==> src/rtl/sakebi_ethernet_frame_tx.sv <==
// Ethernet II frame builder: emits dst MAC, src MAC, EtherType, then the payload stream,
// zero-padding short payloads up to MIN_PAYLOAD bytes. Preamble/SFD/FCS are added downstream.
module sakebi_ethernet_frame_tx #(
    parameter int DATA_WIDTH      = 8,
    parameter int MAC_ADDR_WIDTH  = DATA_WIDTH * 6,
    parameter int ETHERTYPE_WIDTH = DATA_WIDTH * 2,
    parameter int MIN_PAYLOAD     = 46
) (
    input  logic                       i_axis_ACLK,
    input  logic                       i_axis_ARESETn,
    input  logic                       i_axis_TVALID,
    output logic                       o_axis_TREADY,
    input  logic [DATA_WIDTH-1:0]      i_axis_TDATA,
    input  logic                       i_axis_TLAST,
    output logic                       o_axis_TVALID,
    input  logic                       i_axis_TREADY,
    output logic [DATA_WIDTH-1:0]      o_axis_TDATA,
    output logic                       o_axis_TLAST,
    input  logic [MAC_ADDR_WIDTH-1:0]  i_dst_mac_addr,
    input  logic [MAC_ADDR_WIDTH-1:0]  i_src_mac_addr,
    input  logic [ETHERTYPE_WIDTH-1:0] i_ethertype,
    output logic                       o_busy
);

    localparam int             LP_MAC_LO = MAC_ADDR_WIDTH - DATA_WIDTH;
    localparam logic [16:0]    LP_MIN    = 17'(MIN_PAYLOAD);

    typedef enum logic [2:0] {
        IDLE,
        MAC_DST,
        MAC_SRC,
        ETHERTYPE,
        PAYLOAD,
        PAD,
        DONE
    } state_t;

    state_t                     r_state;
    logic [MAC_ADDR_WIDTH-1:0]  r_dst_mac;
    logic [MAC_ADDR_WIDTH-1:0]  r_src_mac;
    logic [ETHERTYPE_WIDTH-1:0] r_ethertype;
    logic [2:0]                 r_hdr_cnt;
    logic [15:0]                r_pay_cnt;
    logic                       r_valid;
    logic [DATA_WIDTH-1:0]      r_data;
    logic                       r_last;

    logic                       w_out_xfer;
    logic                       w_in_xfer;
    logic                       w_tready;
    logic [16:0]                w_pay_next;

    assign w_tready    = (r_state == PAYLOAD) && (!r_valid || i_axis_TREADY);
    assign w_out_xfer  = r_valid && i_axis_TREADY;
    assign w_in_xfer   = i_axis_TVALID && w_tready;
    assign w_pay_next  = {1'b0, r_pay_cnt} + 17'd1;

    assign o_axis_TREADY = w_tready;
    assign o_axis_TVALID = r_valid;
    assign o_axis_TDATA  = r_data;
    assign o_axis_TLAST  = r_last;
    assign o_busy        = (r_state != IDLE);

    // MAC fields are kept as left-justified shift registers; r_hdr_cnt counts bytes still to load.
    always_ff @(posedge i_axis_ACLK or negedge i_axis_ARESETn) begin
        if (!i_axis_ARESETn) begin
            r_state     <= IDLE;
            r_dst_mac   <= '0;
            r_src_mac   <= '0;
            r_ethertype <= '0;
            r_hdr_cnt   <= '0;
            r_pay_cnt   <= '0;
            r_valid     <= 1'b0;
            r_data      <= '0;
            r_last      <= 1'b0;
        end else begin
            case (r_state)
                IDLE: begin
                    if (i_axis_TVALID) begin
                        r_data      <= i_dst_mac_addr[MAC_ADDR_WIDTH-1 -: DATA_WIDTH];
                        r_dst_mac   <= {i_dst_mac_addr[LP_MAC_LO-1:0], {DATA_WIDTH{1'b0}}};
                        r_src_mac   <= i_src_mac_addr;
                        r_ethertype <= i_ethertype;
                        r_hdr_cnt   <= 3'd5;
                        r_pay_cnt   <= '0;
                        r_valid     <= 1'b1;
                        r_last      <= 1'b0;
                        r_state     <= MAC_DST;
                    end
                end
                MAC_DST: begin
                    if (w_out_xfer) begin
                        if (r_hdr_cnt == 3'd0) begin
                            r_data    <= r_src_mac[MAC_ADDR_WIDTH-1 -: DATA_WIDTH];
                            r_src_mac <= {r_src_mac[LP_MAC_LO-1:0], {DATA_WIDTH{1'b0}}};
                            r_hdr_cnt <= 3'd5;
                            r_state   <= MAC_SRC;
                        end else begin
                            r_data    <= r_dst_mac[MAC_ADDR_WIDTH-1 -: DATA_WIDTH];
                            r_dst_mac <= {r_dst_mac[LP_MAC_LO-1:0], {DATA_WIDTH{1'b0}}};
                            r_hdr_cnt <= r_hdr_cnt - 3'd1;
                        end
                    end
                end
                MAC_SRC: begin
                    if (w_out_xfer) begin
                        if (r_hdr_cnt == 3'd0) begin
                            r_data    <= r_ethertype[ETHERTYPE_WIDTH-1 -: DATA_WIDTH];
                            r_hdr_cnt <= 3'd1;
                            r_state   <= ETHERTYPE;
                        end else begin
                            r_data    <= r_src_mac[MAC_ADDR_WIDTH-1 -: DATA_WIDTH];
                            r_src_mac <= {r_src_mac[LP_MAC_LO-1:0], {DATA_WIDTH{1'b0}}};
                            r_hdr_cnt <= r_hdr_cnt - 3'd1;
                        end
                    end
                end
                ETHERTYPE: begin
                    if (w_out_xfer) begin
                        if (r_hdr_cnt == 3'd0) begin
                            r_valid <= 1'b0;
                            r_state <= PAYLOAD;
                        end else begin
                            r_data    <= r_ethertype[DATA_WIDTH-1:0];
                            r_hdr_cnt <= r_hdr_cnt - 3'd1;
                        end
                    end
                end
                // An input transfer always implies the held byte is gone, so it may be overwritten.
                PAYLOAD: begin
                    if (w_in_xfer) begin
                        r_data  <= i_axis_TDATA;
                        r_valid <= 1'b1;
                        if (r_pay_cnt != 16'hFFFF) begin
                            r_pay_cnt <= w_pay_next[15:0];
                        end
                        if (i_axis_TLAST) begin
                            if (w_pay_next >= LP_MIN) begin
                                r_last  <= 1'b1;
                                r_state <= DONE;
                            end else begin
                                r_last  <= 1'b0;
                                r_state <= PAD;
                            end
                        end
                    end else if (w_out_xfer) begin
                        r_valid <= 1'b0;
                    end
                end
                PAD: begin
                    if (w_out_xfer) begin
                        r_data    <= '0;
                        r_pay_cnt <= w_pay_next[15:0];
                        if (w_pay_next >= LP_MIN) begin
                            r_last  <= 1'b1;
                            r_state <= DONE;
                        end
                    end
                end
                DONE: begin
                    if (w_out_xfer) begin
                        r_valid   <= 1'b0;
                        r_last    <= 1'b0;
                        r_pay_cnt <= '0;
                        r_state   <= IDLE;
                    end
                end
                default: r_state <= IDLE;
            endcase
        end
    end

endmodule
==> config.mk <==
export PLATFORM = sky130hd
export DESIGN_NAME = sakebi_ethernet_frame_tx
export DESIGN_NICKNAME = d
export VERILOG_FILES = /design/src/rtl/sakebi_ethernet_frame_tx.sv
export SDC_FILE = /design/constraint.sdc
export NUM_CORES = 1
export LEC_CHECK = 0
export BUFFER_PORTS_ARGS = -buffer_cell sky130_fd_sc_hd__buf_2
export CAP_MARGIN = 20
export CORE_MARGIN = 2
export CORE_UTILIZATION = 40
export CTS_CLUSTER_SIZE = 10
export DETAILED_ROUTE_END_ITERATION = 8
export MAX_ROUTING_LAYER = met4
export SYNTH_ARGS = -nofsm -noshare
export SYNTH_HDL_FRONTEND = slang
export SYNTH_SLANG_ARGS = --single-unit
==> constraint.sdc <==
create_clock -name i_axis_ACLK -period 2.4 [get_ports i_axis_ACLK]
set_input_delay 0.24 -clock i_axis_ACLK [delete_from_list [all_inputs] [get_ports i_axis_ACLK]]
set_output_delay 0.24 -clock i_axis_ACLK [all_outputs]
set_load 0.005 [all_outputs]
# After elaboration in Yosys (flattened, before gate mapping)
# Cells that the tools add are included.
# op_classes
n_addsub	2
mul	0
n_div	0
magnitude_cmp	1
n_eq_ne	23
shift	0
muxes	62
n_bitwise	0
n_reduce_logical	23
# op_table
operator	count
$mux W48	8
$pmux W48 S3	1
$pmux W48 S2	1
$mux W16	5
$mux W8	9
$pmux W16 S4	1
$mux W3	19
$pmux W8 S6	1
$ne A2 B2 Y1 const B	15
$pmux W3 S7	1
$reduce_and A6 Y1	3
$add A16 B1 Y17 const B	1
$ge A17 B6 Y1 const B	1
$ne A16 B16 Y1 const B	1
$mux W1	12
$pmux W3 S4	1
$reduce_and A12 Y1	1
$reduce_bool A4 Y1	3
$eq A3 B3 Y1 const B	3
$pmux W1 S4	2
$reduce_and A4 Y1	2
$reduce_and A8 Y1	1
$reduce_and A7 Y1	1
$eq A3 B2 Y1 const B	2
other kinds (12)	16
# totals
register_bits	144
latch_bits	0
ram_bits	0
romBits	0
input_bits	125
out_inout_bits	12
word_cells	120
mem_count	0

# Depth between registers and ports, before layout
# Gate-level depths: netlist of run 1.
# depth
ltp_word	6
depth_mapped	10
depth_no_buf	8

# Least setup slack after synthesis of run 1
# OpenSTA, ideal clock, no wires.
# synth_path
path_type	register to register
startpoint	reg r_state[1]
endpoint	reg r_data[5] (netlist: o_axis_TDATA[5])
setup_time_ps	125
t_arrival_ps	2131
required_ps	2275
slack_ps	145
stages_incl_launch_ff	10
n_path_buf	3
period_less_slack_ps	2255
path_cell_list	dfrtp_1 > clkbuf_1 > inv_1 > ha_1 > clkbuf_1 > clkbuf_1 > a21oi_1 > a21oi_1 > a31oi_1 > mux2_2
# synth_via
elab_chain_cells	5
elab_cells_between_ends	18
cone_classes	eq/ne: 12; mux: 1; reduce/logical: 5
# synth_rtl
item	line_no	text
start, declared	38	state_t r_state;
start signal, assigned	67	r_state <= IDLE;
start signal, assigned	88	r_state <= MAC_DST;
start signal, assigned	97	r_state <= MAC_SRC;
$eq A3 B3 Y1	53, 77	
$logic_and A1 B1 Y1	53	assign w_tready = (r_state == PAYLOAD) && (!r_valid || i_axis_TREADY);
$logic_and A1 B1 Y1	55	assign w_in_xfer = i_axis_TVALID && w_tready;
$ne A2 B2 Y1 (no source line)	n/a	
$reduce_and A8 Y1 (no source line)	n/a	
end signal, assigned	80	r_data <= i_dst_mac_addr[MAC_ADDR_WIDTH-1 -: DATA_WIDTH];
end signal, assigned	94	r_data <= r_src_mac[MAC_ADDR_WIDTH-1 -: DATA_WIDTH];
end signal, assigned	99	r_data <= r_dst_mac[MAC_ADDR_WIDTH-1 -: DATA_WIDTH];
end, declared	45	logic [DATA_WIDTH-1:0] r_data;
# Parallel ways exist; a longest one is shown, timed or not.
# A chain may end at the register's enable or synchronous reset.

# Final worst setup path of run 1
# layout_path
startpoint	reg r_pay_cnt[0]
endpoint	reg r_state[1]
# layout_via
elab_chain_cells	6
elab_cells_between_ends	8
cone_classes	add/sub: 1; order compare: 1; eq/ne: 1; mux: 4; reduce/logical: 1
# layout_rtl
item	line_no	text
start, declared	43	logic [15:0] r_pay_cnt;
start signal, assigned	135	r_pay_cnt <= w_pay_next[15:0];
start signal, assigned	153	r_pay_cnt <= w_pay_next[15:0];
$add A16 B1 Y17 (*)	56	assign w_pay_next = {1'b0, r_pay_cnt} + 17'd1;
$ge A17 B6 Y1 (*)	138, 154	
$mux W2	138	if (w_pay_next >= LP_MIN) begin
$mux W3	137	if (i_axis_TLAST) begin
$mux W3	131	if (w_in_xfer) begin
$pmux W3 S7	77	case (r_state)
end signal, assigned	88	
end signal, assigned	140	r_state <= DONE;
end signal, assigned	143	r_state <= PAD;
# Every way passes the cells marked *; elsewhere a longest branch is shown, timed or not. The select of a mux whose other input is x is not followed.

==> results of run 1 <==
## cell type report
class                           count  area share
Clock inverter                     13      0.0162
Timing Repair Buffer              171       0.116
Antenna cell                        2    0.000564
Clock buffer                       19      0.0499
Sequential cell                   136       0.384
Multi-Input combinational cell    583       0.390
Tap cell                          229      0.0323
Inverter                           27      0.0114
## critical path, delay by kind of cell (launching register included)
kind | cells | cell delay, ns
AND/OR/NAND/NOR | 4 | 1.05
flip-flops | 1 | 0.45
AO/OA/AOI/OAI | 2 | 0.42
adder cells (fa/ha/maj) | 1 | 0.26
## stage by stage
step	cell area [sq um]	util	instances	hold slack (ns)	setup slack, ns
after floorplan	7190	-	803	-0.0556	0.145
after global placement	8240	0.464	1145	0.271	0.0753
after detailed placement	8240	0.464	1145	0.276	0.0208
after CTS	8840	0.497	1178	0.0209	0.00717
after global routing	8870	0.499	1180	0.0275	0.00227
final	8870	0.499	1180	0.0380	0.0997
## cell usage after synthesis, types with 8 or more instances
cell type,n
and2_1,9
nand3_1,28
a31oi_1,41
nor2b_1,8
a21oi_1,79
nor3_1,8
nand2_1,111
mux2i_1,42
mux2_2,28
o21ai_0,25
ha_1,8
inv_1,27
nor2_1,102
clkbuf_1,38
o31ai_1,21
buf_1,8
dfrtp_1,136
## cell families after synthesis
kind of cell    Yosys count  share of synthesized area
simple gates            298                      0.184
compound gates          204                      0.173
flops                   136                      0.474
buf+inv                  84                     0.0496
mux                      70                      0.102
fa+ha+maj                 8                     0.0139
xor+xnor                  3                    0.00366
## power groups by stage
| stage | clock network, mW | registers [mW] | logic (mW) |
|---|---|---|---|
| 2_1_floorplan | 0 | 3.77 | 3.18 |
| 3_3_place_gp | 0 | 3.94 | 4.24 |
| 3_5_place_dp | 0 | 3.97 | 4.29 |
| 4_1_cts | 2.67 | 3.94 | 4.33 |
| 5_1_grt | 2.79 | 4.08 | 4.91 |
| 6_report | 2.62 | 3.94 | 4.35 |
## per-layer routing
layer  share of wire  wire [microns]  GRT usage
met4           0.015             268     0.0602
met3           0.055            1010     0.0533
met5               0               0          -
met1            0.47            8760      0.286
met2            0.46            8420      0.292
## state kept, by name (all words and copies together), names as in the netlist
register and flops:
r_ethertype 16, r_hdr_cnt 3, o_axis_TDATA 8, o_axis_TLAST 1, r_pay_cnt 16, r_state 3
r_dst_mac 40, r_src_mac 48, o_axis_TVALID 1
## timing repair
action	in CTS	in global routing
setup endpoints to repair	0	4
gates resized for setup	0	9
hold buffers	1	0
hold endpoints to repair	60	0
## path summary, 6_finish.rpt
kind | slack, ns | depth (start not counted) | end
max | 0.1 | 7 | r_state[1]
min | 0.04 | 3 | r_src_mac[3]
max reg2reg | 0.1 | 7 | r_state[1]
min reg2reg | 0.50 | 1 | r_hdr_cnt[1]
max in group asynchronous | 1.26 | 3 | r_pay_cnt[0]
min in group asynchronous | 0.41 | 2 | r_dst_mac[33]
==> impl_metrics.py, run 1 <==
metrics = {
    "timing": {
        "fin_crit_ns": 2.30,
        "skew_ns": 0.0156,
        "drv_slew": 0,
        "rsz0062_at_grt": "false",
        "tightestPinTransition_ns": 0.621,
        "period_share": 0.958,
        "max_slew_margin": 0.586,
        "hold_viol": 0,
        "max_freq_mhz": 435,
        "setup_violations": 0,
        "fin_setup_tns_ns": 0,
    },
    "route": {
        "ant_nets": 0,
        "drc": 0,
        "wl_per_cell_microns": 15.6,
        "dr.pass1.iters": 5,
        "drt-initial-drc-count": 439,
        "vias_per_cell": 5.24,
        "routed_wl_microns": 18500,
        "vias": 6187,
    },
    "synthesis": {
        "synth_fp_nets": 936,
        "synthFlopType": "dfrtp_1",
        "netlist_area_sq_um": 7190,
        "synth_area_per_cell_sq_um": 8.95,
        "synth-seq-cells": 136,
        "ys_warn_count": 0,
        "synthArstFlopShare": 1.00,
        "yosysUniqueCellTypes": 53,
        "ys_seq_area_frac": 0.474,
        "netlist_instances": 803,
        "netlist.top_cell.by_area": "dfrtp_1",
        "synth_edf_count": 0,
        "synth.area.top_cells": "dfrtp_1 47%, mux2i_1 5.8%, nand2_1 5.8%, a21oi_1 5.5%, nor2_1 5.3%",
        "yosys.area.top_type_share": 0.474,
    },
    "placed_design": {
        "place.gp.congestion": 0.894,
        "dp_hpwl_microns": 12700,
        "portBuffers": 136,
    },
    "clocking": {
        "clk_pin_slew_ns": 0.06,
        "cts_tree": "done",
        "post-cts-setup-buffers": 0,
        "numCtsBuffers": 17,
        "clockRootBuffer": "clkbuf_16",
        "clk_latency_ns": 0.42,
        "clock_sinks": 136,
        "htree_levels": 4,
        "cts_max_path_buffers": 2,
    },
    "final_layout": {
        "drive_above_1_share": 0.263,
        "mostFrequentLayoutCells": "135 x buf_2, 133 x dfrtp_1, 111 x nand2_1, 101 x nor2_1, 78 x a21oi_1",
        "final-seq-area_sq_um": 3410,
        "multi_input_area_sq_um": 3450,
        "final_common_cell": "buf_2",
        "area_delta_synth_final_pct": 23.4,
        "fin_nets": 1069,
        "fillers": 1768,
    },
    "power": {
        "comb_power_share": 0.399,
        "leakagePower_nw": 4.15,
        "ir_worst_vdd_uv": 683,
        "p_sw_mw": 4.07,
        "switching_share": 0.373,
        "clock_power_share": 0.240,
        "power_density_nw_per_um2": 1230,
        "seqPwrFrac": 0.361,
        "p_total_mw": 10.9,
        "intPower_mw": 6.84,
    },
    "outcome": {
        "outcome": "complete, no violations",
    },
    "critical_path": {
        "required_ns": 2.69,
        "crit_type": "reg2reg",
        "crit_slowest_cell": "dfrtp_2",
        "timing.critical_path.mode_cell": "and3_2",
        "critPathMaxFanout": 8,
        "cp-start-kind": "flip-flop",
        "cpPeakStageDelay_ns": 0.45,
        "cp.arrival_ns": 2.59,
        "worstPathCellList": "ha_2 > and3_2 > and3_2 > and3_1 > o22ai_1 > or3_4 > a221o_1",
        "r2r_start": "r_pay_cnt[0]",
        "critPathLaunch": "r_pay_cnt[0]",
        "end_kind": "flip-flop",
    },
    "hold_path": {
        "hold_path.class": "in2reg",
        "worstHoldStart": "i_src_mac_addr[3]",
    },
    "floorplanning": {
        "ios": 137,
        "rows": 49,
        "core_area_sq_um": 17800,
        "fp.dieH_microns": 138,
        "die_x_microns": 138,
        "die_area_sq_um": 19100,
        "start_util": 0.404,
    },
    "global_route": {
        "grt_max_degree": 81,
        "grt_pass1_wl_microns": 30800,
        "antenna_found_initial": 2,
        "grt_usage": 0.204,
        "overflow": 0,
        "grt_pass1_vias": 5884,
    },
    "run": {
        "maxCapViolCount": 0,
    },
}
Power figures use the tool's default switching activity.
==> run 2, diff against run 1 <==
--- a/config.mk
+++ b/config.mk
@@ -8,10 +8,11 @@
 export BUFFER_PORTS_ARGS = -buffer_cell sky130_fd_sc_hd__buf_2
 export CAP_MARGIN = 20
 export CORE_MARGIN = 2
-export CORE_UTILIZATION = 40
+export CORE_UTILIZATION = 51
 export CTS_CLUSTER_SIZE = 10
 export DETAILED_ROUTE_END_ITERATION = 8
 export MAX_ROUTING_LAYER = met4
+export PLACE_DENSITY = 0.77
 export SYNTH_ARGS = -nofsm -noshare
 export SYNTH_HDL_FRONTEND = slang
 export SYNTH_SLANG_ARGS = --single-unit
==> run 2 against run 1 <==
Sequential share of layout area rose by 0.062 points. Fmax shrank 1.1%. Critical path type unchanged. Count of clock-buffer cells in the layout is 1 lower. Largest cell class unchanged.
==> impl_metrics.py, run 2 (synthesis results as in run 1) <==
metrics = {
    "outcome": {
        "outcome": "complete, no violations",
    },
    "critical_path": {
        "r2r_start": "r_pay_cnt[1]",
        "critPathLaunch": "r_pay_cnt[1]",
        "critPathMaxFanout": 8,
        "cp-start-kind": "flip-flop",
        "reg2reg_depth": 7,
        "required_ns": 2.69,
        "crit_type": "reg2reg",
        "worstReg2RegEnd": "r_state[1]",
        "critPathCapture": "r_state[1]",
        "end_kind": "flip-flop",
        "cp.arrival_ns": 2.62,
        "rrSetupSlack_ns": 0.07,
    },
    "global_route": {
        "antenna_found_initial": 2,
        "grt_pass1_wl_microns": 29100,
        "grt_max_degree": 96,
        "grt_usage": 0.254,
        "grt_pass1_vias": 5995,
        "overflow": 0,
    },
    "timing": {
        "setup_violations": 0,
        "skew_ns": 0.0122,
        "fin_setup_tns_ns": 0,
        "max_slew_margin": 0.614,
        "fin_crit_ns": 2.33,
        "max_freq_mhz": 430,
        "hold_viol": 0,
        "drv_slew": 0,
        "whs_ns": 0.0416,
        "tightestPinTransition_ns": 0.580,
        "period_share": 0.969,
    },
    "power": {
        "clock_power_share": 0.257,
        "comb_power_share": 0.390,
        "seqPwrFrac": 0.354,
        "p_sw_mw": 4.06,
        "switching_share": 0.364,
        "intPower_mw": 7.09,
        "power_density_nw_per_um2": 1260,
        "ir_worst_vdd_uv": 642,
        "leakagePower_nw": 4.17,
    },
    "final_layout": {
        "mostFrequentLayoutCells": "135 x buf_2, 134 x dfrtp_1, 111 x nand2_1, 101 x nor2_1, 78 x a21oi_1",
        "drive_above_1_share": 0.264,
        "fillers": 1156,
        "final-seq-area_sq_um": 3410,
        "fin_nets": 1069,
        "final_common_cell": "buf_2",
        "top_register": "r_src_mac",
        "finalNonFillerCells": 1131,
        "design_area_sq_um": 8850,
        "multi_input_area_sq_um": 3460,
        "top_regs": "r_src_mac x48, r_dst_mac x40",
        "largest_reg_flops": 48,
        "area_delta_synth_final_pct": 23.2,
    },
    "clocking": {
        "clock_sinks": 136,
        "numCtsBuffers": 17,
        "cts_tree": "done",
        "clk_pin_slew_ns": 0.06,
        "clockRootBuffer": "clkbuf_16",
        "htree_levels": 4,
        "clk_latency_ns": 0.42,
        "cts_max_path_buffers": 2,
    },
    "route": {
        "routed_wl_microns": 17900,
        "vias": 6350,
        "vias_per_cell": 5.61,
        "dr.pass1.iters": 5,
        "wl_per_cell_microns": 15.9,
        "drt-initial-drc-count": 545,
        "ant_nets": 0,
        "drc": 0,
    },
    "floorplanning": {
        "die_x_microns": 123,
        "core_area_sq_um": 13800,
        "die_area_sq_um": 15100,
        "ios": 137,
        "rows": 43,
        "start_util": 0.520,
        "fp.dieH_microns": 123,
    },
    "placed_design": {
        "portBuffers": 136,
        "dp_hpwl_microns": 12400,
        "post_dp_cell_area_sq_um": 8150,
        "place.gp.congestion": 0.943,
        "dp_cells": 1095,
    },
    "hold_path": {
        "hold_path.class": "in2reg",
    },
    "run": {
        "maxCapViolCount": 0,
    },
}
-- run 2: cell count changes in the layout (fill, tap and decap cells not counted), sizes merged --
cell      delta
clkinv       -1
clkbuf       -1
clkinvlp     -1
bufinv       +3
-- run 2: cell type report --
cell class                      count  share of cell area
Antenna cell                        2            0.000565
Clock buffer                       18              0.0485
Clock inverter                     14              0.0246
Inverter                           27              0.0115
Multi-Input combinational cell    583               0.391
Sequential cell                   136               0.385
Tap cell                          180              0.0254
Timing Repair Buffer              171               0.113
-- run 2: timing repair --
item	CTS	global route
hold buffers	1	0
resized for setup	1	9
endpoints found under the setup margin	1	4
endpoints found under the hold margin	57	0
setup buffers	0	1
pin swaps	0	1
-- run 2: power by group through the flow --
stage	sequential, mW	clock (mW)	combinational [mW]
floorplan	3.77	0	3.18
global placement	3.90	0	4.14
detailed placement	3.95	0	4.24
CTS	3.93	2.92	4.31
global route	4.06	3.02	4.89
finish	3.94	2.86	4.35
-- run 2: per-layer routing --
metal / part of all wire / GRT usage
met1: 0.44 / 0.337
met2: 0.47 / 0.383
met3: 0.062 / 0.0534
met4: 0.024 / 0.0955
met5: 0 / -
-- run 2: through the flow --
| stage | utilization | power [mW] | setup WS, ns |
|---|---|---|---|
| 6_report | 0.640 | 11.2 | 0.0745 |
| 5_1_grt | 0.640 | 12.0 | -0.000880 |
| 4_1_cts | 0.637 | 11.2 | 0.0221 |
| 3_5_place_dp | 0.589 | 8.19 | 0.00134 |
| 3_3_place_gp | 0.589 | 8.04 | 0.0685 |
| 2_1_floorplan | - | 6.96 | 0.145 |
-- run 2: how the worst min path moves through the flow --
stage	from	to	slack, ns	cells after the start
final	i_src_mac_addr[2]	r_src_mac[2]	0.04	3
after global routing	i_dst_mac_addr[2]	r_dst_mac[10]	0.04	3
after CTS	i_dst_mac_addr[2]	r_dst_mac[10]	0.03	3
after detailed placement	i_axis_ARESETn	r_pay_cnt[4]	0.25	1
after global placement	i_axis_ARESETn	r_pay_cnt[4]	0.25	1
after floorplan	i_axis_ARESETn	o_axis_TDATA[0]	-0.06	0
-- run 2: critical path, cell delays in order (launching register included) --
cell     delay [ns]
dfrtp_2        0.44
buf_4          0.15
and4_4         0.18
or4b_1         0.52
a21oi_2        0.13
o22ai_1        0.10
or3_4          0.35
a221o_1        0.33
